`src/rtl/adder_tree_norm_pkg.sv`:
```
// Shared width helpers for the signed mantissa adder tree and normaliser.
// Elaboration-time functions only; no hardware lives here.
package adder_tree_norm_pkg;

  function automatic int clog2(input int n);
    int r;
    r = 0;
    while ((1 << r) < n) r++;
    return r;
  endfunction

  function automatic int calc_in_w(input int sig_w, input int low_exp);
    return sig_w + 4 + low_exp;
  endfunction

  function automatic int calc_sum_w(input int in_w, input int num_in);
    return in_w + clog2(num_in);
  endfunction

  // The offset spans p = 0 .. sum_w-1, shifted by the mantissa/fraction position.
  function automatic bit exp_range_ok(input int exp_w, input int sig_w,
                                      input int low_exp, input int sum_w);
    int lo;
    int hi;
    lo = -(sig_w - 1) - low_exp;
    hi = sum_w - 1 - (sig_w - 1) - low_exp;
    return (lo >= -(1 << (exp_w - 1))) && (hi <= (1 << (exp_w - 1)) - 1);
  endfunction

  function automatic bit is_pow2(input int n);
    return (n >= 2) && ((1 << clog2(n)) == n);
  endfunction

endpackage

```
`src/rtl/adder_tree_norm_pipe_lead_one_det.sv`:
```
// Priority encoder: index of the highest set bit plus an all-zero flag.
module lead_one_det
  import adder_tree_norm_pkg::*;
#(
  parameter int W = 12,
  localparam int IW = clog2(W)
) (
  input  logic [W-1:0]  i_vec,
  output logic [IW-1:0] o_idx,
  output logic          o_zero
);

  always_comb begin
    o_idx = '0;
    for (int i = 0; i < W; i++) begin
      if (i_vec[i]) o_idx = IW'(i);
    end
  end

  assign o_zero = ~|i_vec;

endmodule

```
`src/rtl/adder_tree_norm_pipe.sv`:
```
// Pipelined NUM_IN-lane signed mantissa adder tree with leading-one normalisation.
// Build option ROUND_RNE_EN: round-to-nearest-even in the output stage (default truncates).
module adder_tree_norm_pipe
  import adder_tree_norm_pkg::*;
#(
  parameter int EXP_WIDTH  = 4,
  parameter int SIG_WIDTH  = 4,
  parameter int LOW_EXPAND = 2,
  parameter int NUM_IN     = 4,
  localparam int IN_W      = calc_in_w(SIG_WIDTH, LOW_EXPAND)
) (
  input  logic                        i_clk,
  input  logic                        i_rst,
  input  logic                        i_in_valid,
  output logic                        o_in_ready,
  input  logic [NUM_IN*IN_W-1:0]      i_man_in,
  output logic                        o_out_valid,
  input  logic                        i_out_ready,
  output logic                        o_sign,
  output logic [SIG_WIDTH-1:0]        o_mantissa,
  output logic signed [EXP_WIDTH-1:0] o_exp_offset,
  output logic                        o_zero
);

  localparam int LVL   = clog2(NUM_IN);
  localparam int SUM_W = calc_sum_w(IN_W, NUM_IN);
  localparam int PW    = clog2(SUM_W);
  localparam int XW    = SUM_W + SIG_WIDTH;

  if (!exp_range_ok(EXP_WIDTH, SIG_WIDTH, LOW_EXPAND, SUM_W)) begin : g_bad_exp
    $error("EXP_WIDTH too narrow for the exponent offset range");
  end
  if (!is_pow2(NUM_IN)) begin : g_bad_num_in
    $error("NUM_IN must be a power of two and at least 2");
  end

  logic w_en;
  assign w_en       = ~o_out_valid | i_out_ready;
  assign o_in_ready = w_en;

  // Heap layout: node n sums children 2n and 2n+1; leaves NUM_IN.. are the lanes.
  logic signed [SUM_W-1:0] w_node [2:2*NUM_IN-1];
  logic signed [SUM_W-1:0] r_node [1:NUM_IN-1];
  logic [LVL-1:0]          r_tvld;

  always_comb begin
    for (int n = 2; n < NUM_IN; n++) w_node[n] = r_node[n];
    for (int k = 0; k < NUM_IN; k++)
      w_node[NUM_IN+k] = SUM_W'($signed(i_man_in[k*IN_W +: IN_W]));
  end

  always_ff @(posedge i_clk) begin
    if (i_rst) r_tvld <= '0;
    else if (w_en) r_tvld <= LVL'({r_tvld, i_in_valid});
  end

  always_ff @(posedge i_clk) begin
    if (w_en) begin
      for (int n = 1; n < NUM_IN; n++) r_node[n] <= w_node[2*n] + w_node[2*n+1];
    end
  end

  logic [SUM_W-1:0] w_sum;
  logic [SUM_W-1:0] w_mag;
  logic [PW-1:0]    w_p;
  logic             w_zero;
  assign w_sum = r_node[1];
  assign w_mag = w_sum[SUM_W-1] ? -w_sum : w_sum;

  lead_one_det #(.W(SUM_W)) u_lod (
    .i_vec  (w_mag),
    .o_idx  (w_p),
    .o_zero (w_zero)
  );

  logic [SUM_W-1:0] r_mag;
  logic [PW-1:0]    r_p;
  logic             r_sign;
  logic             r_zero;
  logic             r_v1;

  always_ff @(posedge i_clk) begin
    if (i_rst) r_v1 <= 1'b0;
    else if (w_en) r_v1 <= r_tvld[LVL-1];
  end

  always_ff @(posedge i_clk) begin
    if (w_en) begin
      r_mag  <= w_mag;
      r_p    <= w_p;
      r_sign <= w_sum[SUM_W-1];
      r_zero <= w_zero;
    end
  end

  // Zero-fill below bit 0 by appending SIG_WIDTH zeros before shifting.
  logic [XW-1:0]               w_ext;
  logic [XW-1:0]               w_shift;
  logic [SIG_WIDTH-1:0]        w_mant_t;
  logic signed [EXP_WIDTH-1:0] w_exp_t;
  logic [SIG_WIDTH-1:0]        w_mant;
  logic signed [EXP_WIDTH-1:0] w_exp;

  assign w_ext    = {r_mag, {SIG_WIDTH{1'b0}}};
  assign w_shift  = w_ext >> r_p;
  assign w_mant_t = SIG_WIDTH'(w_shift >> 1);
  assign w_exp_t  = EXP_WIDTH'(int'(r_p) - (SIG_WIDTH - 1) - LOW_EXPAND);

`ifdef ROUND_RNE_EN
  logic               w_guard;
  logic               w_sticky;
  logic               w_inc;
  logic [SIG_WIDTH:0] w_rnd;

  assign w_guard  = w_shift[0];
  assign w_sticky = |(w_ext & ~({XW{1'b1}} << r_p));
  assign w_inc    = w_guard & (w_sticky | w_mant_t[0]);
  assign w_rnd    = {1'b0, w_mant_t} + (SIG_WIDTH+1)'(w_inc);
  assign w_mant   = w_rnd[SIG_WIDTH] ? {1'b1, {(SIG_WIDTH-1){1'b0}}} : w_rnd[SIG_WIDTH-1:0];
  assign w_exp    = w_rnd[SIG_WIDTH] ? w_exp_t + EXP_WIDTH'(1) : w_exp_t;
`else
  assign w_mant = w_mant_t;
  assign w_exp  = w_exp_t;
`endif

  always_ff @(posedge i_clk) begin
    if (i_rst) begin
      o_out_valid  <= 1'b0;
      o_sign       <= 1'b0;
      o_mantissa   <= '0;
      o_exp_offset <= '0;
      o_zero       <= 1'b0;
    end else if (w_en) begin
      o_out_valid <= r_v1;
      if (r_v1) begin
        o_zero       <= r_zero;
        o_sign       <= r_zero ? 1'b0 : r_sign;
        o_mantissa   <= r_zero ? '0 : w_mant;
        o_exp_offset <= r_zero ? '0 : w_exp;
      end
    end
  end

endmodule

```
`config.mk`:
```
export PLATFORM = sky130hd
export DESIGN_NAME = adder_tree_norm_pipe
export DESIGN_NICKNAME = d
export VERILOG_FILES = /design/src/rtl/adder_tree_norm_pkg.sv /design/src/rtl/adder_tree_norm_pipe_lead_one_det.sv /design/src/rtl/adder_tree_norm_pipe.sv
export SDC_FILE = /design/constraint.sdc
export NUM_CORES = 1
export LEC_CHECK = 0
export BUFFER_PORTS_ARGS = -buffer_cell sky130_fd_sc_hd__buf_2
export CORE_ASPECT_RATIO = 1.75
export CORE_MARGIN = 1
export CORE_UTILIZATION = 53
export DETAILED_ROUTE_END_ITERATION = 6
export PLACE_DENSITY = 0.75
export SLEW_MARGIN = 10
export SYNTH_ARGS = -nofsm -noshare
export SYNTH_HDL_FRONTEND = slang
export SYNTH_SLANG_ARGS = --single-unit
```
`constraint.sdc`:
```
create_clock -name i_clk -period 3.2 [get_ports i_clk]
set_input_delay 0.16 -clock i_clk [delete_from_list [all_inputs] [get_ports i_clk]]
set_output_delay 0.16 -clock i_clk [all_outputs]
set_load 0.02 [all_outputs]
```
After elaboration in Yosys (flattened, before gate mapping)

Memory sizes are Yosys's and may differ from the RTL's.
Index checks and enable logic that the tools add are counted.

Word-level logic and storage cells: 44
Register bits after elaboration: 32
Memory bits (writable): 36
ROM bits: 0
Memories: 1
Bits in latches: 0

Memory list:

| memory | depth | width | read ports | clocked after memory_dff | wr ports | RTL line                   | RTL |
|---|---|---|---|---|---|---|---|
| r_node | 3     | 12    | 3          | 0                        | 3        | adder_tree_norm_pipe.sv:43 | `logic signed [SUM_W-1:0] r_node [1:NUM_IN-1];` |

$lt $le $gt $ge: 0
Reduce and logical (&&, ||, !) cells: 5
Mux-type cells: 16
Shifts and indexed selects: 1
Equal/unequal tests: 0
Div/mod/pow operators: 0
$add $sub $neg: 6
Multiply operators: 0
Bitwise logic cells: 2

Operators with widths:

| cell                                                                | count |
|---|---|
| 10-bit by 10-bit adder with 11-bit output                           | 2 |
| 16-bit by 4-bit right shift with 5-bit output                       | 1 |
| 12-bit adder                                                        | 1 |
| 12-bit 2-to-1 mux                                                   | 1 |
| 3-bit 2-to-1 mux                                                    | 4 |
| 12-bit negator                                                      | 1 |
| 12-bit OR reduction                                                 | 1 |
| 2-bit 2-to-1 mux                                                    | 4 |
| 4-bit 2-to-1 mux                                                    | 2 |
| 1-bit 2-to-1 mux                                                    | 5 |
| 4-bit OR reduction                                                  | 1 |
| 4-bit by 2-bit subtractor with 4-bit output (second input constant) | 1 |
| 4-bit by 3-bit subtractor with 4-bit output (second input constant) | 1 |
| 2-bit AND reduction                                                 | 1 |
| 2-bit OR reduction                                                  | 1 |
| 1-bit logical NOT                                                   | 1 |
| 1-bit NOT                                                           | 1 |
| 1-bit bitwise OR                                                    | 1 |

Longest topological paths before layout

Gate-level depths: netlist of the first run.
An unclocked memory read counts as a cell.

Depth in word-level cells: 13
Depth in mapped cells: 9
Depth with buffers taken out: 9

By module

Synthesis of the first run repeated with hierarchy kept, for this count alone.

Cell total of the unflattened synthesis: 389
Area, all modules: 4,159.0 um2

By module, submodules not included:

| module               | instances | seq. area each (um2) | area each (um2) | cells an instance |
|---|---|---|---|---|
| adder_tree_norm_pipe | 1         | 1,841.8              | 4,046.4         | 368 |
| lead_one_det         | 1         | 0.0                  | 112.6           | 21 |

Least setup slack after synthesis of the first run

Ideal clock, no wire load.

Path kind: reg2reg
Start: register o_out_valid
End: register o_mantissa[2]
Path slack: -155 ps
Arrival time: 3,238 ps
Path buffers: 2
Clock period less this slack: 3,355 ps
Cell stages (with the launch flop): 6
Setup time: 117 ps
Data required time: 3,083 ps
Cells stage by stage: dfxtp_1 nand2b_1 clkbuf_1 nand2_1 clkbuf_1 a32o_1

Longest elaborated chain between the ends: 3

RTL lines:

| what                                 | RTL line                    | RTL |
|---|---|---|
| start, declared                      | adder_tree_norm_pipe.sv:17  | `output logic o_out_valid,` |
| start signal, assigned               | adder_tree_norm_pipe.sv:134 | `o_out_valid <= r_v1;` |
| 1-bit NOT                            | adder_tree_norm_pipe.sv:38  | `assign w_en = ~o_out_valid \| i_out_ready;` |
| 1-bit bitwise OR                     | adder_tree_norm_pipe.sv:38  |  |
| named net o_in_ready                 | adder_tree_norm_pipe.sv:15  | `output logic o_in_ready,` |
| 2-bit AND reduction (no source line) | --                          |  |
| end signal, assigned                 | adder_tree_norm_pipe.sv:138 | `o_mantissa <= r_zero ? '0 : w_mant;` |
| end, declared                        | adder_tree_norm_pipe.sv:20  | `output logic [SIG_WIDTH-1:0] o_mantissa,` |

The timed path passes the listed nets, and every way through them passes these cells.
A chain may end at the register's enable or synchronous reset.

==> results by group, run 1 <==
Clocking
  • Post-cts resize count: 0
  • Cell chosen for the clock root: sky130_fd_sc_hd__clkbuf_16
  • Number of buffers created by CTS: 9
  • Clock tree from TritonCTS: built
  • Clock tree buffer depth: 2
  • Clk slew on worst S/H paths: approximately 0.060 ns
  • Clock sinks: between 60 and 70
  • Postcts setup bufs: 0
  • Number of hold buffers added after CTS: 0
  • H-tree Lvls: 3
  • Insertion delay of the later-clocked pin in the worst-skew pair: 0.33 ns

Power
  • Proportion of power drawn by the clock network: ~23%
  • Peak supply drop: between 0.0003 and 0.0004 V
  • Leakage: between 2 and 2.5 nW
  • Total Power Consumption: approximately 4.0 mW
  • Net switching power of the design: around 1.4 mW
  • Sw Ratio: a little over a third
  • Power density over cell area: roughly 830 nW/um2
  • Power share of the combinational group: about 38%
  • Seq pwr share: 39.4%
  • Internal Pwr Total: between 2 and 3 mW

Yosys
  • Synth Warn #: 0
  • Top post-synthesis cells by area: sky130_fd_sc_hd__edfxtp_1, sky130_fd_sc_hd__ha_1, sky130_fd_sc_hd__dfxtp_1
  • Summed instance area of the synthesized netlist: 4166 um2
  • Area share of the leading cell type in the synthesized netlist: approximately 37%
  • Proportion of synthesized chip area in sequential cells: about 44%
  • Ys async rst share: 0%
  • Synthesis-stage register bit count: 66
  • Prevailing post-synth register cell: sky130_fd_sc_hd__edfxtp_1
  • Unique cell type count in the Yosys netlist: 55
  • Number of synthesized flops with an enable pin: 52
  • Post-Syn Nets: approximately 480
  • Cells after Synth: between 300 and 400
  • Dominant cell type by area after synthesis: sky130_fd_sc_hd__edfxtp_1
  • Syn Area/Cell: roughly 11 um2

Layout
  • Commonest non-fill, non-tap cells in the layout: sky130_fd_sc_hd__buf_2, sky130_fd_sc_hd__edfxtp_1, sky130_fd_sc_hd__a21oi_1, sky130_fd_sc_hd__ha_1
  • Area growth from synthesis to layout: 14.68%
  • Total inserted antenna cells: 0
  • Layout Utilization: a little over three fifths
  • Most common cell after layout, fill and taps aside: sky130_fd_sc_hd__buf_2
  • Share of final-layout standard cells stronger than drive strength 1: about a fifth
  • Post-layout nets: about 530
  • Final-layout fill cell count: around 650

Worst setup path
  • Cell chain of the critical path: nor3_1 > nand3b_1 > mux2_2 > a32oi_1 > nor3_1 > nor4b_4
  • Critical path endpoint category: flip-flop
  • Peak per-stage delay on the critical path: 0.60 ns
  • Required time at the endpoint of the critical path: between 3 and 4 ns
  • Kind of cell adding the most delay to the critical path: simple AND/OR/NAND/NOR gates
  • CP bufs+invs: 0
  • Worst path arrival time: around 2.5 ns
  • Crit-path slowest cell: sky130_fd_sc_hd__nor3_1
  • Largest fanout on the critical path: 9
  • Most prevalent standard cell on the critical path: sky130_fd_sc_hd__nor3_1
  • Startpoint type of the worst setup path: flip-flop
  • Classification of the worst setup path: flip-flop to flip-flop

Global routing
  • Grt total ovfl: 0
  • First-pass GRT wire length: approximately 14000 um
  • Largest net degree at the start of global routing: 60
  • Number of global-route vias before repair: about 3200
  • GRT Resource Usage Total: a little over a fifth
  • Number of antenna violations at the first check in global routing: 0

Place
  • Pre-CTS worst setup slack: slightly above 0.6 ns
  • Routability Congestion: 0.8535
  • HPWL Detailed: around 6300 um
  • Port-buffer cells: 55

Drt
  • Total number of vias: 3137
  • Antenna Violating Nets Remaining: 0
  • Per-cell via count in the routed design: between 5 and 6
  • Routed Wire Length: between 8000 and 9000 um
  • DRC violation count after routing: 0
  • Detailed router's first-iteration violation count: 130
  • TritonRoute pass-1 iters: 4
  • Drt wl/cell: approximately 15 um

Floorplan
  • Initial cell density of the core: a little under three fifths
  • Core Box Area: 7567 um2
  • Floorplan die height: between 100 and 150 um
  • Horiz. Die Dim: just under 70 um
  • Floorplan row count: 42
  • Die outline area: 8234 um2
  • Number of top-level pins: 56

STA
  • TNS Setup: 0 ns
  • Relative max-transition margin: 51.40%
  • Final hold slack: approximately 0.11 ns
  • Slew at the pin with the worst max-slew slack: roughly 0.73 ns
  • Clock skew: roughly 0.0085 ns
  • Pins Over Slew Limit: 0
  • Time the worst path needs with I/O delays and setup: 2.419 ns
  • Final-report setup violation count: 0
  • Final Worst Setup Slack: between 0.7 and 0.8 ns
  • Period utilisation layout: between 70% and 80%
  • Unrepaired setup endpoints after global routing: no
  • Highest clock frequency the design can meet: 413.5 MHz
  • Final hold vios: 0

Run status
  • Run status: complete, no violations

Hold path
  • Type of the most critical hold path: input pin to flip-flop

Flow run
  • Count of maximum capacitance violations: 0
==> worst paths after layout <==
check | startpoint | to | slack (ns) | cells after the start
max | r_node[0][14]$_DFFE_PN_ | r_zero$_DFFE_PN_ | 0.78 | 6
min | i_in_valid | r_tvld[0]$_SDFFE_PP0N_ | 0.11 | 3
max reg2reg | r_node[0][14]$_DFFE_PN_ | r_zero$_DFFE_PN_ | 0.78 | 6
min reg2reg | o_zero$_SDFFE_PP0P_ | o_zero$_SDFFE_PP0P_ | 0.46 | 2
==> cells in the mapped netlist, types with 2 or more instances <==
library cell                count
sky130_fd_sc_hd__edfxtp_1      52
sky130_fd_sc_hd__a21oi_1       34
sky130_fd_sc_hd__ha_1          34
sky130_fd_sc_hd__inv_1         27
sky130_fd_sc_hd__nor2_1        27
sky130_fd_sc_hd__xnor2_1       27
sky130_fd_sc_hd__nand2_1       26
sky130_fd_sc_hd__o21ai_0       21
sky130_fd_sc_hd__dfxtp_1       14
sky130_fd_sc_hd__nor3_1        12
sky130_fd_sc_hd__mux2i_1       11
sky130_fd_sc_hd__clkbuf_1      10
sky130_fd_sc_hd__xor2_1        10
sky130_fd_sc_hd__nand2b_1       6
sky130_fd_sc_hd__nand3_1        6
sky130_fd_sc_hd__o31ai_1        6
sky130_fd_sc_hd__a21o_1         4
sky130_fd_sc_hd__a32o_1         4
sky130_fd_sc_hd__mux2_2         4
sky130_fd_sc_hd__mux4_2         4
sky130_fd_sc_hd__o21a_1         4
sky130_fd_sc_hd__a211oi_1       3
sky130_fd_sc_hd__fa_1           3
sky130_fd_sc_hd__nor3b_1        3
sky130_fd_sc_hd__nor4_1         3
sky130_fd_sc_hd__a2bb2oi_1      2
sky130_fd_sc_hd__a31oi_1        2
sky130_fd_sc_hd__buf_2          2
sky130_fd_sc_hd__o211ai_1       2
sky130_fd_sc_hd__o21bai_1       2
sky130_fd_sc_hd__o22ai_1        2
sky130_fd_sc_hd__o41ai_1        2
sky130_fd_sc_hd__or3_1          2
sky130_fd_sc_hd__or3_4          2
==> sequential cells by signal, summed over array words and instances (netlist names) <==
name          cells
r_v1              1
r_p               4
o_sign            1
o_out_valid       1
o_mantissa        4
r_tvld            2
o_zero            1
r_sign            1
r_zero            1
r_node           34
o_exp_offset      4
r_mag            12
==> through the flow <==
step / instances / cell area, um2
after floorplan: 394 / 4168
after detailed placement: 524 / 4499
after CTS: 540 / 4778
after global placement: 524 / 4499
after global routing: 540 / 4778
final: 540 / 4778
==> power by group through the flow <==
stage / clock [mW] / sequential [mW] / combinational, mW
2_1_floorplan: 0 / 1.40 / 1.32
3_3_place_gp: 0 / 1.57 / 1.46
3_5_place_dp: 0 / 1.58 / 1.51
4_1_cts: 0.917 / 1.57 / 1.52
5_1_grt: 0.947 / 1.61 / 1.71
6_report: 0.898 / 1.57 / 1.51
==> kinds of logic (layout without fill, tap and decap cells) <==
logic type	count (synthesis)	after routing	synth area share [%]
AOI/OAI and AO/OA	96	96	14.68
adders and majority gates	37	37	11.65
and+or+nand+nor	97	97	11.68
xor gates and xnor gates	37	37	7.778
buffers and inverters	42	100	4.114
DFF	66	66	44.20
muxes	19	19	5.886
==> area by class of cell <==
cell class / instances / area, um2 / area share [%]
Clock buffer: 10 / 239.0 / 5.001
Clock inverter: 6 / 40.04 / 0.8379
Inverter: 27 / 101.3 / 2.121
Multi-Input combinational cell: 286 / 2156 / 45.12
Sequential cell: 66 / 1842 / 38.54
Tap cell: 88 / 110.1 / 2.304
Timing Repair Buffer: 57 / 290.3 / 6.075
==> per-layer routing <==
| metal | vias up | track usage [%] | share of wire [%] |
|---|---|---|---|
| met5 | - | 0 | 0 |
| met4 | 0 | 14.16 | 4.8 |
| li1 | 1545 | - | - |
| met2 | 87 | 42.90 | 59 |
| met3 | 27 | 4.653 | 3.1 |
| met1 | 1478 | 17.42 | 33 |
==> worst min-delay path: cells and delay by family <==
kind | cells | cell delay [ns]
and+or+nand+nor | 1 | 0.09
muxes | 1 | 0.07
buffers and inverters | 1 | 0.09
Note: power is estimated with default switching activity, not from simulation.
==> run 2: changes to the inputs <==
- ABC_AREA: unset -> 1
- CORE_UTILIZATION: 53 -> 58
- PLACE_DENSITY: 0.75 -> 0.78
- clock period: 3.2 -> 2.5 ns (I/O delays scaled with it)
==> run 2 against run 1 <==
Net effect:
- fmax up 32%
- global-route usage up 5.1 points
- clock power up 44%
- final area up 2.9%
- setup slack worse by 0.11 ns
- synthesized area up 2.0%
- sequential power up 22%
- utilization up 7.5 points
- clock-buffer cell count up 2
- sequential share of layout area down 1.1 points
- routed wire length up 11%
- critical endpoint is now r_p[0]$_SDFFCE_PP1N_
==> results by group, run 2 <==
Yosys
  • Post-Syn Nets: 587 (was 475)
  • Syn Area/Cell: 8.397 um2 (was 10.57 um2)
  • Synth Warn #: 0 (unchanged)
  • Ys async rst share: 0% (unchanged)
  • Top post-synthesis cells by area: sky130_fd_sc_hd__edfxtp_1, sky130_fd_sc_hd__nand2_1, sky130_fd_sc_hd__ha_1 (was sky130_fd_sc_hd__edfxtp_1, sky130_fd_sc_hd__ha_1, sky130_fd_sc_hd__dfxtp_1)
  • Proportion of synthesized chip area in sequential cells: 43.35% (was 44.20%)
  • Cells after Synth: 506 (was 394)
  • Unique cell type count in the Yosys netlist: 36 (was 55)
  • Most repeated cell in the gate-level netlist after synthesis: sky130_fd_sc_hd__nand2_1 (was sky130_fd_sc_hd__edfxtp_1)
  • Area share of the leading cell type in the synthesized netlist: 36.75% (was 37.48%)
  • Summed instance area of the synthesized netlist: 4249 um2 (was 4166 um2)
  • Number of synthesized flops with an enable pin: 52 (unchanged)
  • Dominant cell type by area after synthesis: sky130_fd_sc_hd__edfxtp_1 (unchanged)
  • Prevailing post-synth register cell: sky130_fd_sc_hd__edfxtp_1 (unchanged)
  • Synth top cells by count: sky130_fd_sc_hd__nand2_1, sky130_fd_sc_hd__edfxtp_1, sky130_fd_sc_hd__inv_1 (was sky130_fd_sc_hd__edfxtp_1, sky130_fd_sc_hd__a21oi_1, sky130_fd_sc_hd__ha_1)
  • Synthesis-stage register bit count: 66 (unchanged)

Clocking
  • Postcts setup bufs: 0 (unchanged)
  • Cell chosen for the clock root: sky130_fd_sc_hd__clkbuf_16 (unchanged)
  • Clock tree from TritonCTS: built (unchanged)
  • Clk slew on worst S/H paths: 0.06 ns (about the same)
  • H-tree Lvls: 3 (unchanged)
  • Number of buffers created by CTS: 9 (unchanged)
  • Number of hold buffers added after CTS: 0 (unchanged)
  • Clock sinks: 66 (unchanged)
  • Clock tree buffer depth: 2 (unchanged)
  • Post-cts resize count: 0 (unchanged)
  • Insertion delay of the later-clocked pin in the worst-skew pair: 0.34 ns (was 0.33 ns)

Power
  • Leakage: 2.352 nW (was 2.029 nW)
  • Power density over cell area: 1055 nW/um2 (was 833.2 nW/um2)
  • Peak supply drop: 0.0004697 V (was 0.0003998 V)

Worst setup path
  • Required time at the endpoint of the critical path: 2.58 ns (was 3.27 ns)
  • Launch point of the worst path: r_node[0][23]$_DFFE_PN_ (was r_node[0][14]$_DFFE_PN_)
  • FF-to-FF setup slack: 0.67 ns (was 0.78 ns)
  • Length in cells of the worst reg-to-reg path: 7 (was 6)
  • Largest fanout on the critical path: 20 (was 9)
  • Crit-path slowest cell: sky130_fd_sc_hd__edfxtp_1 (was sky130_fd_sc_hd__nor3_1)
  • Peak per-stage delay on the critical path: 0.75 ns (was 0.60 ns)
  • Worst path arrival time: 1.92 ns (was 2.49 ns)
  • Critical path endpoint category: flip-flop (unchanged)
  • R2R Path End: r_p[0]$_SDFFCE_PP1N_ (was r_zero$_DFFE_PN_)
  • Cell chain of the critical path: inv_2 > nor3_1 > nand4_1 > nand3_1 > inv_1 > a21oi_1 > nand2_1 (was nor3_1 > nand3b_1 > mux2_2 > a32oi_1 > nor3_1 > nor4b_4)
  • Classification of the worst setup path: flip-flop to flip-flop (unchanged)
  • Startpoint of the worst register-to-register path: r_node[0][23]$_DFFE_PN_ (was r_node[0][14]$_DFFE_PN_)
  • Startpoint type of the worst setup path: flip-flop (unchanged)
  • Worst setup path endpoint: r_p[0]$_SDFFCE_PP1N_ (was r_zero$_DFFE_PN_)

Drt
  • Drt wl/cell: 13.76 um (was 15.05 um)
  • Per-cell via count in the routed design: 5.486 (was 5.809)
  • DRC violation count after routing: 0 (unchanged)
  • TritonRoute pass-1 iters: 4 (unchanged)
  • Total number of vias: 3604 (was 3137)
  • Routed Wire Length: 9043 um (was 8125 um)
  • Detailed router's first-iteration violation count: 94 (was 130)
  • Antenna Violating Nets Remaining: 0 (unchanged)

Layout
  • Registers with the most flip-flops: r_node x34, r_mag x12 (unchanged)
  • Share of final-layout standard cells stronger than drive strength 1: 16.93% (was 19.91%)
  • Commonest non-fill, non-tap cells in the layout: sky130_fd_sc_hd__nand2_1, sky130_fd_sc_hd__buf_2, sky130_fd_sc_hd__edfxtp_1, sky130_fd_sc_hd__inv_1, sky130_fd_sc_hd__nor2_1 (was sky130_fd_sc_hd__buf_2, sky130_fd_sc_hd__edfxtp_1, sky130_fd_sc_hd__a21oi_1, sky130_fd_sc_hd__ha_1)
  • Area growth from synthesis to layout: 15.72% (was 14.68%)
  • Final-layout fill cell count: 552 (was 649)
  • Most flops, register: r_node (unchanged)
  • Post-route design area: 4917 um2 (was 4778 um2)
  • Most common cell after layout, fill and taps aside: sky130_fd_sc_hd__nand2_1 (was sky130_fd_sc_hd__buf_2)
  • Number of flip-flops under the largest register name: 34 (unchanged)
  • Post-layout nets: 649 (was 528)
  • Total inserted antenna cells: 0 (unchanged)

Place
  • Routability Congestion: 0.8566 (was 0.8535)
  • HPWL Detailed: 7021 um (was 6314 um)
  • Instance area at placement: 4599 um2 (was 4499 um2)
  • Port-buffer cells: 55 (unchanged)

STA
  • Unrepaired setup endpoints after global routing: no (unchanged)
  • Slew at the pin with the worst max-slew slack: 0.6312 ns (was 0.7290 ns)
  • Final hold vios: 0 (unchanged)
  • Final-report setup violation count: 0 (unchanged)
  • Pins Over Slew Limit: 0 (unchanged)
  • Relative max-transition margin: 57.92% (was 51.40%)
  • Time the worst path needs with I/O delays and setup: 1.833 ns (was 2.419 ns)
  • Final hold slack: 0.03835 ns (was 0.1127 ns)
  • Highest clock frequency the design can meet: 545.6 MHz (was 413.5 MHz)
  • TNS Setup: 0 ns (unchanged)
  • Clock skew: 0.004370 ns (was 0.008462 ns)
  • Period utilisation layout: 73.31% (was 75.58%)

Hold path
  • Type of the most critical hold path: input pin to flip-flop (unchanged)

Floorplan
  • Number of top-level pins: 56 (unchanged)
  • Initial cell density of the core: 61.08% (was 55.06%)
  • Horiz. Die Dim: 66.70 um (was 69.03 um)
  • Die outline area: 7686 um2 (was 8234 um2)
  • Floorplan die height: 115.2 um (was 119.3 um)
  • Floorplan row count: 40 (was 42)
  • Core Box Area: 6957 um2 (was 7567 um2)

Run status
  • Run status: complete, no violations (unchanged)

Global routing
  • Largest net degree at the start of global routing: 22 (was 60)
  • Number of global-route vias before repair: 3623 (was 3188)
  • First-pass GRT wire length: 14610 um (was 13540 um)
  • Number of antenna violations at the first check in global routing: 0 (unchanged)
  • Grt total ovfl: 0 (unchanged)
  • GRT Resource Usage Total: 26.42% (was 21.32%)

Flow run
  • Count of maximum capacitance violations: 0 (unchanged)
## run 2: cell type report
type	instances	area [um2]	share of cell area, %
timing repair buffer	57	290.3	5.903
clock inverter	4	28.78	0.5852
tap	84	105.1	2.137
sequential	66	1842	37.46
inverter	63	236.5	4.809
clock buffer	12	289.0	5.878
multi-input combinational	371	2126	43.23
## run 2: power breakdown
group	leakage (nW)	switching, mW	internal [mW]
clock	0.159	0.474	0.820
combinational	1.52	1.26	0.723
sequential	0.670	0.279	1.63
## run 2: critical path: cells and delay by family, from the launching register on
family / cells / cell delay [ns]
AOI/OAI and AO/OA: 1 / 0.17
buffers and inverters: 2 / 0.15
DFF: 1 / 0.75
and+or+nand+nor: 4 / 0.52
## run 2: per-stage QoR
| step | utilization [%] | power (mW) | setup WS (ns) | instances |
|---|---|---|---|---|
| after floorplan | - | 3.423 | 0.4153 | 506 |
| after global placement | 66.12 | 3.754 | 0.7016 | 641 |
| after detailed placement | 66.12 | 3.862 | 0.6485 | 641 |
| after CTS | 70.68 | 5.201 | 0.6518 | 657 |
| after global routing | 70.68 | 5.546 | 0.4966 | 657 |
| final | 70.68 | 5.187 | 0.6673 | 657 |
## run 2: kinds of logic after synthesis
logic type      count (synthesis)  synth area share, %
xor+xnor                       28                5.772
compound gates                 61                7.862
buf+inv                        69                6.625
flops                          66                43.35
simple gates                  245                24.97
fa+ha+maj                      37                11.43
## run 2: worst min-delay path by stage
| stage | slack, ns | endpoint | start | cells after the start |
|---|---|---|---|---|
| 3_5_place_dp | 0.39 | r_tvld[0]$_SDFFE_PP0N_ | i_in_valid | 3 |
| 6_report | 0.04 | r_tvld[0]$_SDFFE_PP0N_ | i_in_valid | 3 |
| 5_1_grt | 0.05 | r_tvld[0]$_SDFFE_PP0N_ | i_in_valid | 3 |
| 2_1_floorplan | 0.19 | o_exp_offset[0]$_SDFFE_PP0P_ | i_rst | 1 |
| 4_1_cts | 0.03 | r_tvld[0]$_SDFFE_PP0N_ | i_in_valid | 3 |
| 3_3_place_gp | 0.39 | r_tvld[0]$_SDFFE_PP0N_ | i_in_valid | 3 |
## run 2: metal layers
layer,share of wire [%],track usage [%],routed length (um),up-vias
met1,31,18.38,2785,1655
met2,60,53.80,5382,88
met3,3.1,6.647,284,41
met4,6.5,20.00,590,0
met5,0,0,0,-
li1,-,-,-,1820
